`src/rtl/multicycle_pkg.sv`:
```
// Shared opcodes, instruction classes and per-class last-step numbers for the
// multicycle step sequencer.
package multicycle_pkg;

    localparam logic [4:0] OP_ALU   = 5'b00000;
    localparam logic [4:0] OP_LHI   = 5'b00001;
    localparam logic [4:0] OP_LLI   = 5'b00010;
    localparam logic [4:0] OP_LDRRI = 5'b00011;
    localparam logic [4:0] OP_LDRRR = 5'b00100;
    localparam logic [4:0] OP_STRRI = 5'b00101;
    localparam logic [4:0] OP_STRRR = 5'b00110;
    localparam logic [4:0] OP_ADDI  = 5'b00111;
    localparam logic [4:0] OP_SUBI  = 5'b01000;
    localparam logic [4:0] OP_MOV   = 5'b01011;
    localparam logic [4:0] OP_JMP   = 5'b10000;
    localparam logic [4:0] OP_JALRL = 5'b10001;
    localparam logic [4:0] OP_JALRR = 5'b10010;
    localparam logic [4:0] OP_JR    = 5'b10011;
    localparam logic [4:0] OP_BR0   = 5'b11000;
    localparam logic [4:0] OP_BR1   = 5'b11001;
    localparam logic [4:0] OP_SYS   = 5'b11100;

    // InsL sub-functions for the shared opcodes
    localparam logic [1:0] FN_LDRRR = 2'b00;
    localparam logic [1:0] FN_STRRR = 2'b00;
    localparam logic [1:0] FN_CMP   = 2'b01;
    localparam logic [1:0] FN_OUTR  = 2'b00;
    localparam logic [1:0] FN_HLT   = 2'b01;

    typedef enum logic [2:0] {
        CLS_NOP, CLS_3, CLS_4, CLS_ST, CLS_LD, CLS_HLT, CLS_ILL
    } cls_e;

    typedef enum logic {ST_RUN, ST_HALT} state_e;

    localparam int unsigned LAST_NOP = 1;
    localparam int unsigned LAST_3   = 2;
    localparam int unsigned LAST_4   = 3;
    localparam int unsigned LAST_ST  = 3;
    localparam int unsigned LAST_LD  = 4;
    localparam int unsigned LAST_HLT = 1;
    localparam int unsigned LAST_ILL = 1;
    localparam int unsigned MEM_STEP = 3;

    function automatic int unsigned last_step(input cls_e c);
        case (c)
            CLS_3:   return LAST_3;
            CLS_4:   return LAST_4;
            CLS_ST:  return LAST_ST;
            CLS_LD:  return LAST_LD;
            CLS_HLT: return LAST_HLT;
            CLS_ILL: return LAST_ILL;
            default: return LAST_NOP;
        endcase
    endfunction

endpackage

```
`src/rtl/multicycle_class_dec.sv`:
```
// Combinational instruction-class decoder from InsM/InsL.
module multicycle_class_dec
    import multicycle_pkg::*;
(
    input  logic [4:0] ins_m_i,
    input  logic [1:0] ins_l_i,
    output cls_e       cls_o
);

    always_comb begin
        cls_o = CLS_ILL;
        case (ins_m_i)
            OP_ALU, OP_ADDI, OP_SUBI, OP_JALRL, OP_JALRR: cls_o = CLS_4;
            OP_LHI, OP_LLI, OP_MOV, OP_JMP, OP_JR, OP_BR0, OP_BR1: cls_o = CLS_3;
            OP_LDRRI: cls_o = CLS_LD;
            OP_STRRI: cls_o = CLS_ST;
            OP_LDRRR: begin
                if (ins_l_i == FN_LDRRR) cls_o = CLS_LD;
            end
            OP_STRRR: begin
                if (ins_l_i == FN_STRRR)    cls_o = CLS_ST;
                else if (ins_l_i == FN_CMP) cls_o = CLS_3;
            end
            OP_SYS: begin
                if (ins_l_i == FN_OUTR)     cls_o = CLS_3;
                else if (ins_l_i == FN_HLT) cls_o = CLS_HLT;
            end
            default: ;
        endcase
    end

endmodule

```
`src/rtl/multicycle_step_ctrl.sv`:
```
// Step counter / end-of-instruction strobe / halt latch for the multicycle core.
// Define MEM_WAIT_EN to let Mem_Rdy stall memory steps; otherwise Mem_Rdy is ignored.
module multicycle_step_ctrl
    import multicycle_pkg::*;
#(
    parameter int unsigned CNT_W        = 3,
    parameter bit          ILLEGAL_HALT = 1'b0
) (
    input  logic             clk,
    input  logic             Rst,
    input  logic [4:0]       InsM,
    input  logic [1:0]       InsL,
    input  logic             Mem_Rdy,
    output logic [CNT_W-1:0] Cnt,
    output logic             Buff_PC,
    output logic             IR_Load,
    output logic             Mem_Req,
    output logic             Done,
    output logic             Illegal
);

    state_e           state_q, state_d;
    logic [CNT_W-1:0] cnt_q, cnt_d;
    cls_e             cls_q, cls_d;
    logic             illegal_q, illegal_d;
    cls_e             dec_cls;
    cls_e             cls_cur;
    logic             stall;
    logic             mem_rdy;

`ifdef MEM_WAIT_EN
    assign mem_rdy = Mem_Rdy;
`else
    logic unused_mem_rdy;
    assign unused_mem_rdy = Mem_Rdy;
    assign mem_rdy        = 1'b1;
`endif

    multicycle_class_dec u_dec (
        .ins_m_i (InsM),
        .ins_l_i (InsL),
        .cls_o   (dec_cls)
    );

    always_ff @(posedge clk or posedge Rst) begin
        if (Rst) begin
            state_q   <= ST_RUN;
            cnt_q     <= '0;
            cls_q     <= CLS_NOP;
            illegal_q <= 1'b0;
        end else begin
            state_q   <= state_d;
            cnt_q     <= cnt_d;
            cls_q     <= cls_d;
            illegal_q <= illegal_d;
        end
    end

    // Step advance, class capture at decode, halt entry on the last step.
    always_comb begin
        state_d   = state_q;
        cnt_d     = cnt_q;
        cls_d     = cls_q;
        illegal_d = illegal_q;
        if (state_q == ST_RUN && !stall) begin
            if (cnt_q == CNT_W'(1)) begin
                cls_d = dec_cls;
                if (dec_cls == CLS_ILL) illegal_d = 1'b1;
            end
            if (Buff_PC) begin
                cnt_d = '0;
                if (cls_cur == CLS_HLT || (ILLEGAL_HALT && cls_cur == CLS_ILL))
                    state_d = ST_HALT;
            end else begin
                cnt_d = cnt_q + CNT_W'(1);
            end
        end
    end

    // Decode step uses the live decoder, later steps the registered class.
    always_comb begin
        Buff_PC = 1'b0;
        IR_Load = 1'b0;
        Mem_Req = 1'b0;
        stall   = 1'b0;
        cls_cur = cls_q;
        if (state_q == ST_RUN && !Rst) begin
            if (cnt_q == CNT_W'(1)) cls_cur = dec_cls;
            Mem_Req = (cnt_q == '0) ||
                      (cnt_q == CNT_W'(MEM_STEP) && (cls_q == CLS_LD || cls_q == CLS_ST));
            stall   = Mem_Req && !mem_rdy;
            IR_Load = (cnt_q == CNT_W'(1));
            Buff_PC = (cnt_q != '0) && (cnt_q == CNT_W'(last_step(cls_cur))) && !stall;
        end
    end

    assign Cnt     = cnt_q;
    assign Done    = (state_q == ST_HALT);
    assign Illegal = illegal_q;

endmodule
```
`config.mk`:
```
export PLATFORM = sky130hd
export DESIGN_NAME = multicycle_step_ctrl
export DESIGN_NICKNAME = d
export VERILOG_FILES = /design/src/rtl/multicycle_pkg.sv /design/src/rtl/multicycle_class_dec.sv /design/src/rtl/multicycle_step_ctrl.sv
export SDC_FILE = /design/constraint.sdc
export NUM_CORES = 1
export LEC_CHECK = 0
export CORE_UTILIZATION = 45
export CTS_CLUSTER_DIAMETER = 30
export CTS_CLUSTER_SIZE = 12
export DETAILED_ROUTE_END_ITERATION = 12
export GPL_TIMING_DRIVEN = 1
export PLACE_DENSITY = 0.83
export SLEW_MARGIN = 20
export SYNTH_ARGS = -nofsm -noshare
export SYNTH_HDL_FRONTEND = slang
export SYNTH_SLANG_ARGS = --single-unit
```
`constraint.sdc`:
```
create_clock -name clk -period 2.7 [get_ports clk]
set_clock_uncertainty 0.2 [all_clocks]
set_input_delay 0.27 -clock clk [delete_from_list [all_inputs] [get_ports clk]]
set_output_delay 0.27 -clock clk [all_outputs]
set_load 0.1 [all_outputs]
```
Word-level counts from Yosys, hierarchy flattened

Index checks and enable logic that the tools add are counted.

Add/subtract/negate cells: 1
Equality and inequality tests: 28
Mux-type cells: 18
Bitwise operators: 1
Reductions and logical operators: 14

Operators with widths:

| operator                                       | count |
|---|---|
| == test 5 bit (second input constant)          | 7 |
| 2-to-1 mux 3 bit                               | 8 |
| case mux 3 bit (7 select lines)                | 1 |
| == test 5 x 3 -> 1 bit (second input constant) | 4 |
| == test 3 x 2 -> 1 bit (second input constant) | 4 |
| == test 3 bit (second input constant)          | 4 |
| == test 5 x 2 -> 1 bit (second input constant) | 2 |
| == test 5 x 4 -> 1 bit (second input constant) | 2 |
| case mux 3 bit (3 select lines)                | 1 |
| OR reduction 7 bit                             | 1 |
| == test 3 x 1 -> 1 bit (second input constant) | 2 |
| 2-to-1 mux 1 bit                               | 6 |
| == test 5 x 1 -> 1 bit (second input constant) | 1 |
| zero test 5 bit                                | 1 |
| OR reduction 5 bit                             | 1 |
| 2-to-1 mux 2 bit                               | 2 |
| adder 3 x 1 -> 3 bit (second input constant)   | 1 |
| == test 3 bit                                  | 1 |
| logical AND 1 bit                              | 3 |
| zero test 3 bit                                | 1 |
| AND reduction 3 bit                            | 1 |
| nonzero test 3 bit                             | 1 |
| == test 2 x 1 -> 1 bit (second input constant) | 1 |
| zero test 2 bit                                | 1 |
| 4 further kinds                                | 5 |

Register bits: 8
Word-level logic and storage cells: 66

Logic depth before layout (Yosys ltp)

Gate-level depths: netlist (run 1).

Depth after elaboration: 15
Mapped depth: 9
Depth with buffers taken out: 8

Modules after synthesis

Synthesis (run 1) repeated with hierarchy kept, for this count alone.

Cells, all modules: 109
Area, all modules: 880.8 um^2

By module, submodules not included:

| module               | times used | cells an instance | area an instance (um^2) | sequential area each (um^2) |
|---|---|---|---|---|
| multicycle_step_ctrl | 1          | 64                | 601.8                   | 200.2 |
| multicycle_class_dec | 1          | 45                | 279.0                   | 0.0 |

Least setup slack after synthesis (run 1)

Ideal clock, no wire load.

Path kind: register to register
Start: reg cnt_q[0] (netlist: Cnt[0])
End: reg state_q (netlist: Done)
Library setup time: 0.120 ns
Arrival time: 4.137 ns
Data required time: 2.380 ns
Slack: -1.756 ns
Cell stages (with the launch flop): 7
Path buffers: 0
Period minus slack after synthesis: 4.456 ns
Path through: dfrtp_1 > ha_1 > nand2_1 > nor3_1 > or3b_2 > o21ai_0 > a31o_1

Longest elaborated chain between the ends: 12
Elaborated cells between the ends (all ways): 19
Classes of those cells: eq/ne (7); mux (9); reduce/logical (3)

RTL lines:

| element                             | line                       | RTL |
|---|---|---|
| from (decl)                         | multicycle_step_ctrl.sv:23 | `logic [CNT_W-1:0] cnt_q, cnt_d;` |
| from (signal assigned)              | multicycle_step_ctrl.sv:53 | `cnt_q <= cnt_d;` |
| == test 3 x 1 -> 1 bit              | multicycle_step_ctrl.sv:88 | `if (cnt_q == CNT_W'(1)) cls_cur = dec_cls;` |
| 2-to-1 mux 3 bit                    | --                         |  |
| 2-to-1 mux 3 bit                    | multicycle_step_ctrl.sv:87 | `if (state_q == ST_RUN && !Rst) begin` |
| == test 3 x 2 -> 1 bit              | multicycle_pkg.sv:46       | `case (c)` |
| OR reduction 2 bit (no source line) | --                         |  |
| case mux 3 bit (3 select lines)     | multicycle_pkg.sv:46       |  |
| 2-to-1 mux 3 bit                    | multicycle_step_ctrl.sv:87 |  |
| == test 3 bit                       | multicycle_step_ctrl.sv:93 | `Buff_PC = (cnt_q != '0) && (cnt_q == CNT_W'(last_step(cls_cur))) && !stall;` |
| logical AND 1 bit                   | multicycle_step_ctrl.sv:93 |  |
| 2-to-1 mux 1 bit                    | multicycle_step_ctrl.sv:87 |  |
| 2-to-1 mux 1 bit (*)                | multicycle_step_ctrl.sv:70 | `if (Buff_PC) begin` |
| 2-to-1 mux 1 bit (*)                | multicycle_step_ctrl.sv:65 | `if (state_q == ST_RUN && !stall) begin` |
| net state_d                         | multicycle_step_ctrl.sv:22 | `state_e state_q, state_d;` |
| to (signal assigned)                | multicycle_step_ctrl.sv:52 | `state_q <= state_d;` |
| to (decl)                           | multicycle_step_ctrl.sv:22 |  |

Mark *: on every way through the listed nets, which the timed path passes. The rest lies on a longest branch. The select of a mux whose other input is x is not followed.
A chain may end at the register's enable or synchronous reset.

Worst setup path in the final report (run 1)

Start: reg cnt_q[1] (netlist: Cnt[1])
End: out Buff_PC

Longest elaborated chain between the ends: 10
Elaborated cells between the ends (all ways): 14
Classes of those cells: eq/ne (6); mux (5); reduce/logical (3)

RTL lines:

| element                             | line                       | RTL |
|---|---|---|
| == test 3 x 1 -> 1 bit              | multicycle_step_ctrl.sv:88 |  |
| 2-to-1 mux 3 bit                    | --                         |  |
| 2-to-1 mux 3 bit                    | multicycle_step_ctrl.sv:87 |  |
| == test 3 x 2 -> 1 bit              | multicycle_pkg.sv:46       |  |
| OR reduction 2 bit (no source line) | --                         |  |
| case mux 3 bit (3 select lines)     | multicycle_pkg.sv:46       |  |
| 2-to-1 mux 3 bit                    | multicycle_step_ctrl.sv:87 |  |
| == test 3 bit                       | multicycle_step_ctrl.sv:93 |  |
| logical AND 1 bit (*)               | multicycle_step_ctrl.sv:93 |  |
| 2-to-1 mux 1 bit (*)                | multicycle_step_ctrl.sv:87 |  |
| to (decl)                           | multicycle_step_ctrl.sv:15 | `output logic Buff_PC,` |

Every way passes the cells marked *; elsewhere a longest branch is shown, timed or not. The select of a mux whose other input is x is not followed.

==> impl_metrics.toml, run 1 <==
[pwr]
p_per_area_mw_per_mm2 = 1210
pwr-share-clk_pct = 5.5
p_seq_share_pct = 15.4
p_total_w = 0.00187
switching_share_pct = 56.7
pwr-share-comb_pct = 79.1
p_leak_nw = 0.669
intPower_w = 0.000807
p_switching_w = 0.00106
ir_drop_mv = 0.907

[routing]
finalWirelength_um = 3840
ant_nets = 0
viasPerCell = 6.65
wl_per_cell_um = 20.6
dr.pass1.iters = 5
vias = 1237
drcViolationCount = 0
drtIter0Drc = 57

[global_route]
grt-ovfl-total = 0
grt_pass1_vias = 1253
grt_antenna_before_repair = 0
grt_pass1_wl_um = 5640
grt_max_degree = 11
grt_use_total_pct = 36.9

[worst_setup_path]
crit_required_ps = 2230
crit_path_max_fanout = 6
cp.arrival_ps = 2460
crit_chain = "inv_4, ha_4, nor2b_4, or2_4, o31ai_4, or4_4, o311ai_4, and2_4, buf_12"
critPathKind = "flip-flop to output pin"
cp_slowest_cell = "or4_4"
start_kind = "flip-flop"
endpoint_kind = "output pin"
crit_path_max_incr_delay_ps = 560

[synthesis]
yosys_most_used_dff = "dfrtp_1"
async_reset_ff_share_pct = 100
synth_top_family_by_area = "simple AND/OR/NAND/NOR gates"
synth_warnings = 0
ys_types = 43
synth-simple-area-share_pct = 36.0
seq_area_frac_synth_pct = 22.7
synth-seq-cells = 8
synth_edf_count = 0
avgSynthCellArea_sq_um = 7.82
syn_area_sq_um = 883
synthMuxAreaShare_pct = 0
synthAdderAreaFrac_pct = 5.67
synth_cells = 113
synth_compound_area_share_pct = 26.6
syn-num-nets = 127
synthXorXnorAreaFrac_pct = 2.97

[floorplanning]
ios = 18
initial_core_util_pct = 49.5
rows = 15
die_w_um = 46.3
die-area_sq_mm = 0.00214
die_h_um = 46.3
coreArea_sq_mm = 0.00178

[place]
routabilityCongestion = 0.890
dp_hpwl_um = 2060
port_buffers = 16
placed_cell_area_sq_mm = 0.00129

[status]
status = "finished with violations"
violations = "negative setup slack"

[layout]
multiInputGateArea_sq_um = 800
fillers = 88
fin_util_pct = 86.4
finalInstanceArea_sq_mm = 0.00154
syn_to_final_growth_pct = 74.4
regArea_sq_um = 209
n_antenna_cell = 0
nets = 176
drive_gt1_share_pct = 50.9

[timing]
tightest_slew_ps = 449
min_period_ps = 2930
timing.final.ws_setup_ps = -235
fin_setup_tns_ps = -235
fin_crit_sh_pct = 109
rsz0062_at_grt = "true"
final_hold_viol_count = 0
slew_headroom_pct = 69.9
setup_violations = 1
drv_slew = 0
timing.fmax_mhz = 341

[hold_path]
worstHoldPathType = "input pin to asynchronous set/reset pin"

[job]
cap_violations = 0

[cts]
root_buffer = "clkbuf_4"
cts_made_buffers = 3
cts_tree = "done"
clockBufferDepth = 2
clk_pin_slew_ps = 70
clk_latency_ps = 270
htree_levels = 1
cts.sinks = 8
[placed cells by master (no fill, tap or decap), types with 2 or more instances in the layout]
cell type and count:
ha_1 3, buf_6 9, xor2_1 3, or4bb_1 3
buf_12 3, nor2_1 14, inv_1 3, a31oi_1 3
clkbuf_4 4, or3_1 2, nor3_4 2, dfrtp_4 2
nor2b_1 3, a21oi_2 3, buf_4 34, nand4b_1 2
nand2b_1 5, a21oi_1 3, o21bai_1 2, nand2_1 3
nor2b_4 2, dfrtp_1 5, a221oi_1 3, buf_2 2
and3b_1 2, o21ai_0 3
[cell families (layout without fill, tap and decap cells)]
group,after synthesis,in the layout
AO/OA/AOI/OAI,33,33
XOR/XNOR,3,3
flip-flops,8,8
AND/OR/NAND/NOR,53,53
buffers and inverters,12,60
adder cells (fa/ha/maj),4,4
[cell type report]
| class | count | area share [%] |
|---|---|---|
| inverters | 5 | 1.38 |
| multi-input cells | 93 | 51.9 |
| repair buffers | 51 | 29.4 |
| flip-flops and latches | 8 | 13.6 |
| clock buffers | 4 | 1.71 |
| well taps | 25 | 2.03 |
[flip-flops by register name, indices dropped and copies added, names as in the netlist]
| register | flops |
|---|---|
| Cnt | 3 |
| cls_q | 3 |
| Illegal | 1 |
| Done | 1 |
[synthesized netlist by cell type, drive strengths merged, types with 2 or more instances]
library cell	count	area, sq um
nor2	15	56.3
dfrtp	8	200
a21oi	6	33.8
a31oi	5	31.3
buf	5	27.5
inv	5	18.8
nand2b	5	31.3
nor2b	5	31.3
a221oi	4	35.0
ha	4	50.1
nand2	4	15.0
o21ai	4	20.0
nor3	3	15.0
or4bb	3	33.8
xor2	3	26.3
and3	2	12.5
and3b	2	17.5
clkbuf	2	7.51
nand4b	2	17.5
o21bai	2	15.0
o31ai	2	15.0
or3	2	12.5
or4	2	15.0
[per-layer routing]
layer,track usage (%),wire (um),vias up
met2,67.8,1930,99
met4,14.7,202,0
met3,9.41,287,28
met1,39.2,1420,583
li1,-,-,527
met5,0,0,-
[per-stage QoR]
stage	cells	hold WS, ps	worst slack, ps
after floorplan	113	-114	-147
after global placement	172	263	-587
after detailed placement	172	282	-651
after CTS	184	280	-152
after global routing	186	295	-308
final	186	272	-235
[final timing paths]
path	start	endpoint	slack [ps]	depth (start not counted)
min reg2reg	Illegal	Illegal	300	1
min	Rst	Cnt[0]	270	3
max reg2reg	Cnt[1]	Cnt[2]	100	11
max in group asynchronous	Rst	Cnt[1]	1760	3
min in group clk	Illegal	Illegal	300	1
max	Cnt[1]	Buff_PC	-230	9
[worst max-delay path: cells and delay by family (launching register included)]
kind                       cells  cell delay, ps
DFF                            1             500
AOI/OAI and AO/OA              2             150
buffers and inverters          2             250
and+or+nand+nor                4            1150
adders and majority gates      1             150
[timing repair]
action	CTS	global route
endpoints found under the setup margin	5	3
buffers inserted	7	2
endpoints found under the hold margin	0	0
gates resized for setup	58	6
cloned	1	0
hold buffers	0	0
pin swaps	17	2
[power by group through the flow]
stage	logic, W	clock network (W)	registers, W
6_report	0.00148	0.000103	0.000287
5_1_grt	0.00153	0.000112	0.000296
4_1_cts	0.00133	0.0000998	0.000275
3_5_place_dp	0.00115	0	0.000266
3_3_place_gp	0.00110	0	0.000262
2_1_floorplan	0.000522	0	0.000532
Power figures use the tool's default switching activity.
==> inputs of run 2 (changes only) <==
==> constraint.sdc (replaced) <==
create_clock -name clk -period 2.5 [get_ports clk]
set_clock_uncertainty 0.2 [all_clocks]
set_input_delay 0.25 -clock clk [delete_from_list [all_inputs] [get_ports clk]]
set_output_delay 0.25 -clock clk [all_outputs]
set_load 0.1 [all_outputs]
==> impl_metrics.toml, run 2 (synthesized netlist as in run 1, its figures left out) <==
[cts]
cts.sinks = 8
postCtsHoldBufs = 0
htree_levels = 1
root_buffer = "clkbuf_4"
clk_pin_slew_ps = 70
clockBufferDepth = 2
clk_latency_ps = 270
cts_made_buffers = 3
cts_tree = "done"

[pwr]
p_switching_w = 0.00101
p_leak_nw = 0.615
p_per_area_mw_per_mm2 = 1240
intPower_w = 0.000778
pwr-share-clk_pct = 6.7
ir_drop_mv = 0.758
pwr-share-comb_pct = 76.5
switching_share_pct = 56.5
p_seq_share_pct = 16.8

[routing]
drcViolationCount = 0
drtIter0Drc = 50
vias = 1087
wl_per_cell_um = 17.0
finalWirelength_um = 3030
viasPerCell = 6.11
dr.pass1.iters = 4
ant_nets = 0

[floorplanning]
ios = 18
die-area_sq_mm = 0.00214
coreArea_sq_mm = 0.00178
die_w_um = 46.3
rows = 15
initial_core_util_pct = 49.5
die_h_um = 46.3

[place]
port_buffers = 16
dp_hpwl_um = 2030
numPlacedInstances = 172
routabilityCongestion = 0.908

[worst_setup_path]
r2r-start = "Cnt[1]"
cp.arrival_ps = 2360
path_depth = 9
ff2ff_setup_slack_ps = 200
crit_path_max_incr_delay_ps = 530
critical-path-top-delay-family = "compound AO/OA/AOI/OAI gates"
cp_num_buf_inv = 2
endpoint_kind = "output pin"
start_kind = "input pin"
cp_slowest_cell = "or4_1"
crit_required_ps = 2050
crit_chain = "buf_8, and4b_1, a311o_1, a21o_1, or4_1, a221o_1, a21oi_2, and2_4, buf_12"
r2r-end = "Cnt[0]"
crit_path_max_fanout = 7
rr_worst_depth = 9
crit_end = "Buff_PC"
critPathLaunch = "InsM[2]"
critPathKind = "input pin to output pin"

[global_route]
grtUsageMet3_pct = 5.10
top_usage_layer = "met2"
grt-ovfl-total = 0
met1_usage_pct = 33.2
grt_pass1_vias = 1017
grt_use_met2_pct = 57.8
grt_use_total_pct = 32.4
grt_max_degree = 13
grt_antenna_before_repair = 0
grt_pass1_wl_um = 4730

[layout]
fin_util_pct = 80.7
fin_cells = 178
n_antenna_cell = 0
mostFrequentLayoutCells = "30 x buf_4, 14 x nor2_1, 5 x dfrtp_1, 5 x nand2b_1, 5 x a21oi_1"
layout_commonest_cell = "buf_4"
nets = 168
fillers = 115
syn_to_final_growth_pct = 62.9
drive_gt1_share_pct = 45.1

[timing]
timing.fmax_mhz = 356
tightest_slew_ps = 461
rsz0062_at_grt = "true"
drv_slew = 0
slew_headroom_pct = 69.0
timing.final.ws_setup_ps = -311
final_hold_viol_count = 0
setup_violations = 1
fin_crit_sh_pct = 112
min_period_ps = 2810

[hold_path]
worstHoldPathType = "input pin to asynchronous set/reset pin"

[status]
violations = "negative setup slack"
status = "finished with violations"

[job]
cap_violations = 0
[run 2: cell count changes in the layout (fill, tap and decap cells not counted), sizes merged]
cell	previous run	this run
clkbuf	5	4
buf	48	41
[run 2: final cells by class]
cell class / count / area [sq um] / area share (%)
clock buffer: 4 / 26.3 / 1.83
timing repair buffer: 43 / 389 / 27.0
inverter: 5 / 18.8 / 1.30
multi-input combinational: 93 / 764 / 53.1
sequential: 8 / 209 / 14.5
tap: 25 / 31.3 / 2.17
[run 2: per-layer routing]
metal  up-vias  wire [um]
li1        506          -
met1       522       1170
met2        43       1580
met3        16        119
met4         0        168
met5         -          0
[run 2: how the worst min path moves through the flow]
stage / end / start / slack [ps]
after global routing: Cnt[0] / Rst / 290
after CTS: Illegal / Rst / 250
after global placement: Illegal / Illegal / 260
after floorplan: Done / Rst / -130
final: Cnt[0] / Rst / 270
after detailed placement: Illegal / Illegal / 320
[run 2: power by group through the flow]
stage / Clock [W] / Sequential [W] / Combinational, W
finish: 0.000121 / 0.000300 / 0.00137
global route: 0.000129 / 0.000310 / 0.00144
CTS: 0.000122 / 0.000298 / 0.00134
detailed placement: 0 / 0.000298 / 0.00126
global placement: 0 / 0.000291 / 0.00122
floorplan: 0 / 0.000579 / 0.000572
[run 2: timing repair]
item	4_1_cts	5_1_grt
setup buffers	2	1
hold endpoints to repair	0	0
resized for setup	47	8
pin swaps	11	7
setup endpoints to repair	5	5
gates cloned	0	0
[run 2: tightest hold or removal path, delay by kind of cell]
family	cells	cell delay, ps
buffers and inverters	3	890
[run 2: metrics by stage]
stage	instance area [sq um]	TNS (ps)	power, W	setup WS [ps]	hold WS (ps)
floorplan	965	-611	0.00115	-307	-134
global placement	1300	-2880	0.00151	-755	263
detailed placement	1300	-3280	0.00156	-804	315
CTS	1390	-292	0.00176	-292	249
global route	1440	-386	0.00188	-386	289
finish	1440	-311	0.00179	-311	266
